`config.mk`:
```
export PLATFORM = sky130hd
export DESIGN_NAME = rr_arbiter
export DESIGN_NICKNAME = d
export VERILOG_FILES = /design/src/rtl/rr_arbiter.sv
export SDC_FILE = /design/constraint.sdc
export NUM_CORES = 1
export LEC_CHECK = 0
export CAP_MARGIN = 5
export CORE_AREA = 2 2 66 99
export DETAILED_ROUTE_END_ITERATION = 12
export DIE_AREA = 0 0 68 101
export PLACE_DENSITY = 0.57
export REMOVE_ABC_BUFFERS = 1
export SETUP_SLACK_MARGIN = 0.15
export SLEW_MARGIN = 25
export SYNTH_ARGS = -nofsm -noshare
export SYNTH_HDL_FRONTEND = slang
export SYNTH_SLANG_ARGS = --single-unit
```
`constraint.sdc`:
```
create_clock -name clk -period 4.7 [get_ports clk]
set_clock_uncertainty 0.05 [all_clocks]
set_input_delay 0.94 -clock clk [delete_from_list [all_inputs] [get_ports clk]]
set_output_delay 0.94 -clock clk [all_outputs]
set_load 0.03 [all_outputs]
```
`src/rtl/rr_arbiter.sv`:
```
// ============================================================================
//  Module      : rr_arbiter
//  Description : Round-robin arbiter with registered one-hot/binary grant and
//                optional hold-limit preemption of a long-running owner.
//  Revision    : 1.0 - initial release
// ============================================================================
`default_nettype none

module rr_arbiter #(
  parameter  int M        = 8,
  parameter  int MAX_HOLD = 16,
  localparam int N        = $clog2(M)
) (
  input  logic         clk,
  input  logic         rst_n,
  input  logic [M-1:0] req,
  output logic [M-1:0] grant,
  output logic [N-1:0] grant_idx,
  output logic         grant_valid,
  output logic         expire
);

  localparam int HW = (MAX_HOLD > 0) ? $clog2(MAX_HOLD + 1) : 1;
  localparam logic [HW-1:0] c_hold_max = HW'(MAX_HOLD);
  localparam logic [HW-1:0] c_hold_one = HW'(1);
  localparam logic [M-1:0]  c_onehot0  = {{(M-1){1'b0}}, 1'b1};

  typedef enum logic [0:0] {
    S_IDLE  = 1'b0,
    S_GRANT = 1'b1
  } state_t;

  state_t          r_state, w_state_nxt;
  logic [N-1:0]    r_last, w_last_nxt;
  logic [HW-1:0]   r_hold_cnt, w_hold_nxt;
  logic [M-1:0]    w_grant_nxt;
  logic [N-1:0]    w_idx_nxt;
  logic            w_expire_nxt;

  logic [N-1:0]    w_ptr;
  logic [N-1:0]    w_win_idx;
  logic            w_win_found;
  logic [M-1:0]    w_win_onehot;
  logic            w_owner_req;
  logic            w_others;
  logic            w_preempt;

  // While granted, the search always starts after the current owner.
  assign w_ptr        = (r_state == S_GRANT) ? grant_idx : r_last;
  assign w_win_onehot = c_onehot0 << w_win_idx;
  assign w_owner_req  = req[grant_idx];
  assign w_others     = |(req & ~grant);
  assign w_preempt    = (MAX_HOLD > 0) && (r_hold_cnt == c_hold_max) &&
                        w_owner_req && w_others;

  always_comb begin
    w_win_found = 1'b0;
    w_win_idx   = '0;
    for (int k = 1; k <= M; k++) begin
      if (!w_win_found && req[(int'(w_ptr) + k) % M]) begin
        w_win_found = 1'b1;
        w_win_idx   = N'((int'(w_ptr) + k) % M);
      end
    end
  end

  always_comb begin
    w_state_nxt  = r_state;
    w_last_nxt   = r_last;
    w_hold_nxt   = r_hold_cnt;
    w_grant_nxt  = grant;
    w_idx_nxt    = grant_idx;
    w_expire_nxt = 1'b0;
    case (r_state)
      S_IDLE: begin
        if (w_win_found) begin
          w_state_nxt = S_GRANT;
          w_grant_nxt = w_win_onehot;
          w_idx_nxt   = w_win_idx;
          w_hold_nxt  = c_hold_one;
        end
      end
      S_GRANT: begin
        if (!w_owner_req) begin
          w_last_nxt = grant_idx;
          if (w_win_found) begin
            w_grant_nxt = w_win_onehot;
            w_idx_nxt   = w_win_idx;
            w_hold_nxt  = c_hold_one;
          end else begin
            w_state_nxt = S_IDLE;
            w_grant_nxt = '0;
            w_idx_nxt   = '0;
            w_hold_nxt  = '0;
          end
        end else if (w_preempt) begin
          w_last_nxt   = grant_idx;
          w_grant_nxt  = w_win_onehot;
          w_idx_nxt    = w_win_idx;
          w_hold_nxt   = c_hold_one;
          w_expire_nxt = 1'b1;
        end else if ((MAX_HOLD > 0) && (r_hold_cnt != c_hold_max)) begin
          w_hold_nxt = r_hold_cnt + c_hold_one;
        end
      end
      default: begin
        w_state_nxt = S_IDLE;
        w_grant_nxt = '0;
        w_idx_nxt   = '0;
        w_hold_nxt  = '0;
      end
    endcase
  end

  // Pointer starts at M-1 so requester 0 wins the first arbitration.
  always_ff @(posedge clk or negedge rst_n) begin
    if (!rst_n) begin
      r_state     <= S_IDLE;
      r_last      <= N'(M - 1);
      r_hold_cnt  <= '0;
      grant       <= '0;
      grant_idx   <= '0;
      grant_valid <= 1'b0;
      expire      <= 1'b0;
    end else begin
      r_state     <= w_state_nxt;
      r_last      <= w_last_nxt;
      r_hold_cnt  <= w_hold_nxt;
      grant       <= w_grant_nxt;
      grant_idx   <= w_idx_nxt;
      grant_valid <= |w_grant_nxt;
      expire      <= w_expire_nxt;
    end
  end

endmodule

`default_nettype wire

```
=== After elaboration in Yosys (flattened, before gate mapping) ===
Index checks and enable logic that the tools add are counted.

* $mul: 0
* Shifts and indexed selects: 1
* Magnitude comparators: 9
* Divide/modulo/power cells: 0
* Mux-type cells: 67
* Eq/ne operators: 6
* Bitwise operators: 11
* Add/sub/neg operators: 9
* Reductions and logical operators: 29

{| class="wikitable"
|+ Operators by type and width
! cell !! number
|-
| $mux 3 || 15
|-
| $lt 4x5->1 const B || 8
|-
| $mux 8 || 4
|-
| $mux 1 || 31
|-
| $bmux 1 s3 || 9
|-
| $reduce_or 3->1 || 8
|-
| $mux 5 || 4
|-
| $pmux 8 s2 || 1
|-
| $reduce_or 8->1 || 2
|-
| $add 3x3->3 const B || 4
|-
| $pmux 5 s2 || 1
|-
| $logic_and 1x1->1 || 9
|-
| $and 1x1->1 const A || 8
|-
| $and 8x8->8 || 1
|-
| $not 8->8 || 1
|-
| $shl 1x3->8 const A || 1
|-
| $logic_not 1->1 || 7
|-
| $add 3x1->3 const B || 2
|-
| $add 3x2->3 const B || 2
|-
| $pmux 3 s2 || 1
|-
| $reduce_and 2->1 || 3
|-
| $add 5x1->5 const B || 1
|-
| $eq 5x5->1 const B || 1
|-
| $ne 5x5->1 const B || 1
|-
| 7 further kinds || 7
|}

* Latch bits: 0
* Logic and storage cells: 139
* Memory bits (read-only): 0
* Output and inout port bits: 13
* Memories kept: 0
* Flip-flop bits (word level): 22
* Input port bits: 10
* Memory bits (writable): 0

=== Longest topological paths before layout ===
Gate-level depths: netlist (run 1).

* Word-level depth: 34
* Mapped depth: 15
* Mapped depth without buffers: 11

=== Worst setup path after synthesis (run 1) ===
Ideal clock, no wire load.

* Path type: register to register
* From: reg grant_idx[0]
* To: reg grant_valid
* Data arrival time: 3846 ps
* Library setup time: 139 ps
* Path buffers: 3
* Path slack: 666 ps
* Required time: 4511 ps
* Period minus slack after synthesis: 4034 ps
* Stages on the path, launching flop included: 14
* Cells stage by stage: dfrtp_1 mux2i_4 buf_2 ha_1 buf_1 clkbuf_1 mux4_2 a21boi_0 a311oi_1 o32ai_1 a32oi_2 nor3b_1 a22o_1 or4_1

* Cells in the longest elaborated chain, start to end: 32
* Elaborated cells between the ends (all ways): 74
* Classes of those cells: add/sub: 8; shift: 1; mux: 48; reduce/logical: 17

{| class="wikitable"
|+ RTL lines
! element !! RTL line !! source
|-
| from (decl) || 18 || <nowiki>output logic [N-1:0] grant_idx,</nowiki>
|-
| from (signal assigned) || 130 || <nowiki>grant_idx <= w_idx_nxt;</nowiki>
|-
| $mux 3 || 49 || <nowiki>assign w_ptr = (r_state == S_GRANT) ? grant_idx : r_last;</nowiki>
|-
| $add 3x1->3 || 60, 62 ||
|-
| $bmux 1 s3 || 60 || <nowiki>if (!w_win_found && req[(int'(w_ptr) + k) % M]) begin</nowiki>
|-
| $mux 1 (implied by the code) (2 in a row) || 60 ||
|-
| $mux 1 || 60 ||
|-
| $logic_not 1->1 || 60 ||
|-
| $logic_and 1x1->1 || 60 ||
|-
| $mux 1 || 60 ||
|-
| (+16 left out) || -- ||
|-
| $logic_and 1x1->1 || 60 ||
|-
| $mux 3 || 60 ||
|-
| $shl 1x3->8 || 50 || <nowiki>assign w_win_onehot = c_onehot0 << w_win_idx;</nowiki>
|-
| $mux 8, on equally long branches || 86, 96 ||
|-
| $mux 8 || 84 || <nowiki>if (!w_owner_req) begin</nowiki>
|-
| $pmux 8 s2 (*) || 74 || <nowiki>case (r_state)</nowiki>
|-
| via w_grant_nxt[0] || 36 || <nowiki>logic [M-1:0] w_grant_nxt;</nowiki>
|-
| $reduce_or 8->1 (*) || 131 || <nowiki>grant_valid <= |w_grant_nxt;</nowiki>
|-
| to (signal assigned) || 131 ||
|-
| to (decl) || 19 || <nowiki>output logic grant_valid,</nowiki>
|}

The timed path passes the listed nets; every way through them passes the cells marked *. The select of a mux whose other input is x is not followed.
A chain may end at the register's enable or synchronous reset.

=== Worst setup path after layout (run 1) ===
* From: in req[0]
* To: reg grant_valid

* Cells in the longest elaborated chain, start to end: 30
* Elaborated cells between the ends (all ways): 67
* Classes of those cells: shift: 1; mux: 47; bitwise: 1; reduce/logical: 18

{| class="wikitable"
|+ RTL lines
! element !! RTL line !! source
|-
| from (decl) || 16 || <nowiki>input logic [M-1:0] req,</nowiki>
|-
| $bmux 1 s3 || 60 ||
|-
| $mux 1 (implied by the code) (2 in a row) || 60 ||
|-
| $mux 1 || 60 ||
|-
| $logic_not 1->1 || 60 ||
|-
| $logic_and 1x1->1 || 60 ||
|-
| $mux 1 || 60 ||
|-
| $logic_not 1->1 || 60 ||
|-
| $logic_and 1x1->1 || 60 ||
|-
| (+14 left out) || -- ||
|-
| $logic_and 1x1->1 || 60 ||
|-
| $mux 3 || 60 ||
|-
| $shl 1x3->8 || 50 ||
|-
| $mux 8, on equally long branches || 86, 96 ||
|-
| $mux 8 || 84 ||
|-
| $pmux 8 s2 (*) || 74 ||
|-
| via w_grant_nxt[0] || 36 ||
|-
| $reduce_or 8->1 (*) || 131 ||
|}

Marked as above.

==> flow_metrics.env, run 1 <==
export IMPL_area_growth_pct=17.6
export IMPL_crit_chain="clkdlybuf4s50_1 > mux2_4 > mux4_2 > o311ai_1 > a211oi_1 > o211ai_1 > nor3_1 > a22o_1 > or4_1"
export IMPL_end_kind="register"
export IMPL_synthArstFlopShare=1.00
export IMPL_tightest_slew_ps=582
export IMPL_die_y_um=101
export IMPL_io_buffers=22
export IMPL_power_leakage_nw=1.09
export IMPL_placed_area_sq_mm=0.00267
export IMPL_dieArea_sq_mm=0.00687
export IMPL_synth_ff_type="dfrtp_1"
export IMPL_reg2reg_depth=10
export IMPL_synthTopCellsByCount="nor2_1, nand2_1, dfrtp_1"
export IMPL_antenna_found_initial=0
export IMPL_cts_buffer_depth=2
export IMPL_routed_wl_um=6760
export IMPL_cts_sinks=22
export IMPL_r2r_slack_ps=550
export IMPL_crit_slowest_cell="clkdlybuf4s50_1"
export IMPL_slew_viol_final=0
export IMPL_drive_above_1_share=0.217
export IMPL_clockRootBuffer="clkbuf_8"
export IMPL_r2r_end="grant_valid"
export IMPL_vias=2171
export IMPL_cp_required_ps=4790
export IMPL_numCtsBuffers=3
export IMPL_via_per_inst=6.20
export IMPL_cts_hold_buf=0
export IMPL_tritoncts="built"
export IMPL_maxCapViolCount=0
export IMPL_finalSetupViolCount=0
export IMPL_grt_max_degree=23
export IMPL_syn_avg_cell_area_sq_um=9.17
export IMPL_post_cts_setup_buffer_count=0
export IMPL_total_power_mw=2.36
export IMPL_seq_area_frac_synth=0.240
export IMPL_grt_overflow_total=0
export IMPL_synth_top_cell_area_share=0.206
export IMPL_cts_max_level=1
export IMPL_grt_pass1_vias=2165
export IMPL_num_antenna_cells=0
export IMPL_cts_resized=0
export IMPL_status="complete, no violations"
export IMPL_rr_startpoint="grant_idx[0]"
export IMPL_drt_first_pass_iters=4
export IMPL_gp_congestion=0.931
export IMPL_crit_path_max_incr_delay_ps=620
export IMPL_max_slew_margin=0.602
export IMPL_fin_nets=291
export IMPL_post_drt_wl_per_cell_um=19.3
export IMPL_arrival_ps=4300
export IMPL_clk_pin_slew_ps=80
export IMPL_layout_worst_path_cycle_share=0.895
export IMPL_die_width_um=68
export IMPL_cp_top_family="compound AO/OA/AOI/OAI gates"
export IMPL_synth_area_leaders="dfrtp_1, mux4_2, mux2i_1"
export IMPL_io_pins=23
export IMPL_drc_errors=0
export IMPL_synth_edf_count=0
export IMPL_holdCritPathClass="reg2reg"
export IMPL_critical_path_class="in2reg"
export IMPL_core_sq_mm=0.00604
export IMPL_rows=35
export IMPL_yosysWarnings=0
export IMPL_synth_largest_area_cell="dfrtp_1"
export IMPL_antenna_left=0
export IMPL_finalHoldViolCount=0
export IMPL_cp_max_fo=11
export IMPL_ys_ff_latch=22
export IMPL_rsz0062_at_grt="false"
export IMPL_crit_start="req[0]"
export IMPL_ir_worst_vdd_v=0.000522
export IMPL_layout_min_cycle_time_ps=4200
export IMPL_track_usage=0.211
export IMPL_fin_area_sq_mm=0.00272
export IMPL_synthDistinctLibCells=55
export IMPL_tns_ps=0
export IMPL_hpwl_um=5140
export IMPL_crit_buf_inv=1
export IMPL_clk_latency_ps=260
export IMPL_synth_cells=252
export IMPL_first_iter_violations=236
export IMPL_yosysMostFrequentCell="nor2_1"
export IMPL_initial_core_util=0.382
export IMPL_power_density_mw_per_mm2=869
export IMPL_hold_depth=2
export IMPL_syn_cell_area_sq_mm=0.00231
export IMPL_worstHoldStart="grant[2]"
export IMPL_grt_pass1_wl_um=11000
export IMPL_cp_start_kind="input pin"
export IMPL_min_to="grant[2]"
export IMPL_fmax_ghz=0.238
-- cells in the final DEF, fill, tap and decap left out, drive strengths merged, types with 4 or more instances in the layout --
| master | instances |
|---|---|
| mux4 | 16 |
| and2 | 6 |
| o21ai | 18 |
| a21oi | 7 |
| a211oi | 4 |
| ha | 4 |
| clkbuf | 4 |
| nand2 | 23 |
| buf | 18 |
| inv | 16 |
| a22o | 7 |
| clkdlybuf4s50 | 21 |
| nor3 | 5 |
| dfrtp | 19 |
| mux2i | 15 |
| o22ai | 5 |
| nor2 | 26 |
| mux2 | 10 |
-- layout make-up --
type,instances,area [sq um]
fillers,599,3330
multi-input cells,195,1610
flip-flops and latches,22,554
repair buffers,39,343
well taps,74,92.6
inverters,16,62.6
clock buffers,4,55.1
-- worst max path at each step --
stage,to,depth (start not counted)
final,grant_valid,9
after global routing,grant_valid,10
after CTS,grant_valid,9
after detailed placement,grant_valid,9
after global placement,grant_valid,9
after floorplan,grant_valid,11
-- report_power, final --
part | internal (mW) | total, mW | leakage, nW | switching [mW]
sequential | 0.270 | 0.351 | 0.274 | 0.0803
clock | 0.0747 | 0.136 | 0.0288 | 0.0610
combinational | 0.831 | 1.87 | 0.791 | 1.04
total | 1.18 | 2.36 | 1.09 | 1.18
-- sequential cells by signal, indices dropped and copies added, names as in the netlist --
register,count
grant_valid,1
r_hold_cnt,5
r_last,3
grant_idx,3
expire,1
r_state,1
grant,8
-- tightest hold or removal path, stage by stage (launching register included) --
cell and delay (ps):
dfrtp_1 370, nand2_1 50, o31ai_1 60
-- metal layers --
| layer | share of wire | GRT usage |
|---|---|---|
| met4 | 0.023 | 0.0708 |
| met1 | 0.38 | 0.255 |
| met5 | 0 | 0 |
| met3 | 0.047 | 0.0190 |
| met2 | 0.54 | 0.380 |
-- metrics by stage --
step	hold WS (ps)	worst slack, ps	utilization	instances
2_1_floorplan	415	434	-	233
3_3_place_gp	454	392	0.441	346
3_5_place_dp	449	272	0.441	346
4_1_cts	475	548	0.450	350
5_1_grt	505	325	0.449	350
6_report	472	496	0.449	350
-- cell families (layout without fill, tap and decap cells) --
logic type | count (synthesis) | in the layout | share of synthesized area
flops | 22 | 22 | 0.240
mux | 41 | 41 | 0.282
fa+ha+maj | 4 | 4 | 0.0217
simple gates | 82 | 82 | 0.180
buf+inv | 35 | 59 | 0.0634
compound gates | 64 | 64 | 0.194
xor+xnor | 4 | 4 | 0.0184
Power figures use the tool's default switching activity.
==> run 2, diff against run 1 <==
- TNS_END_PERCENT: unset -> 1
==> results of run 2 <==
Same layout as run 1: the final DEF is identical, and so are final timing and power.
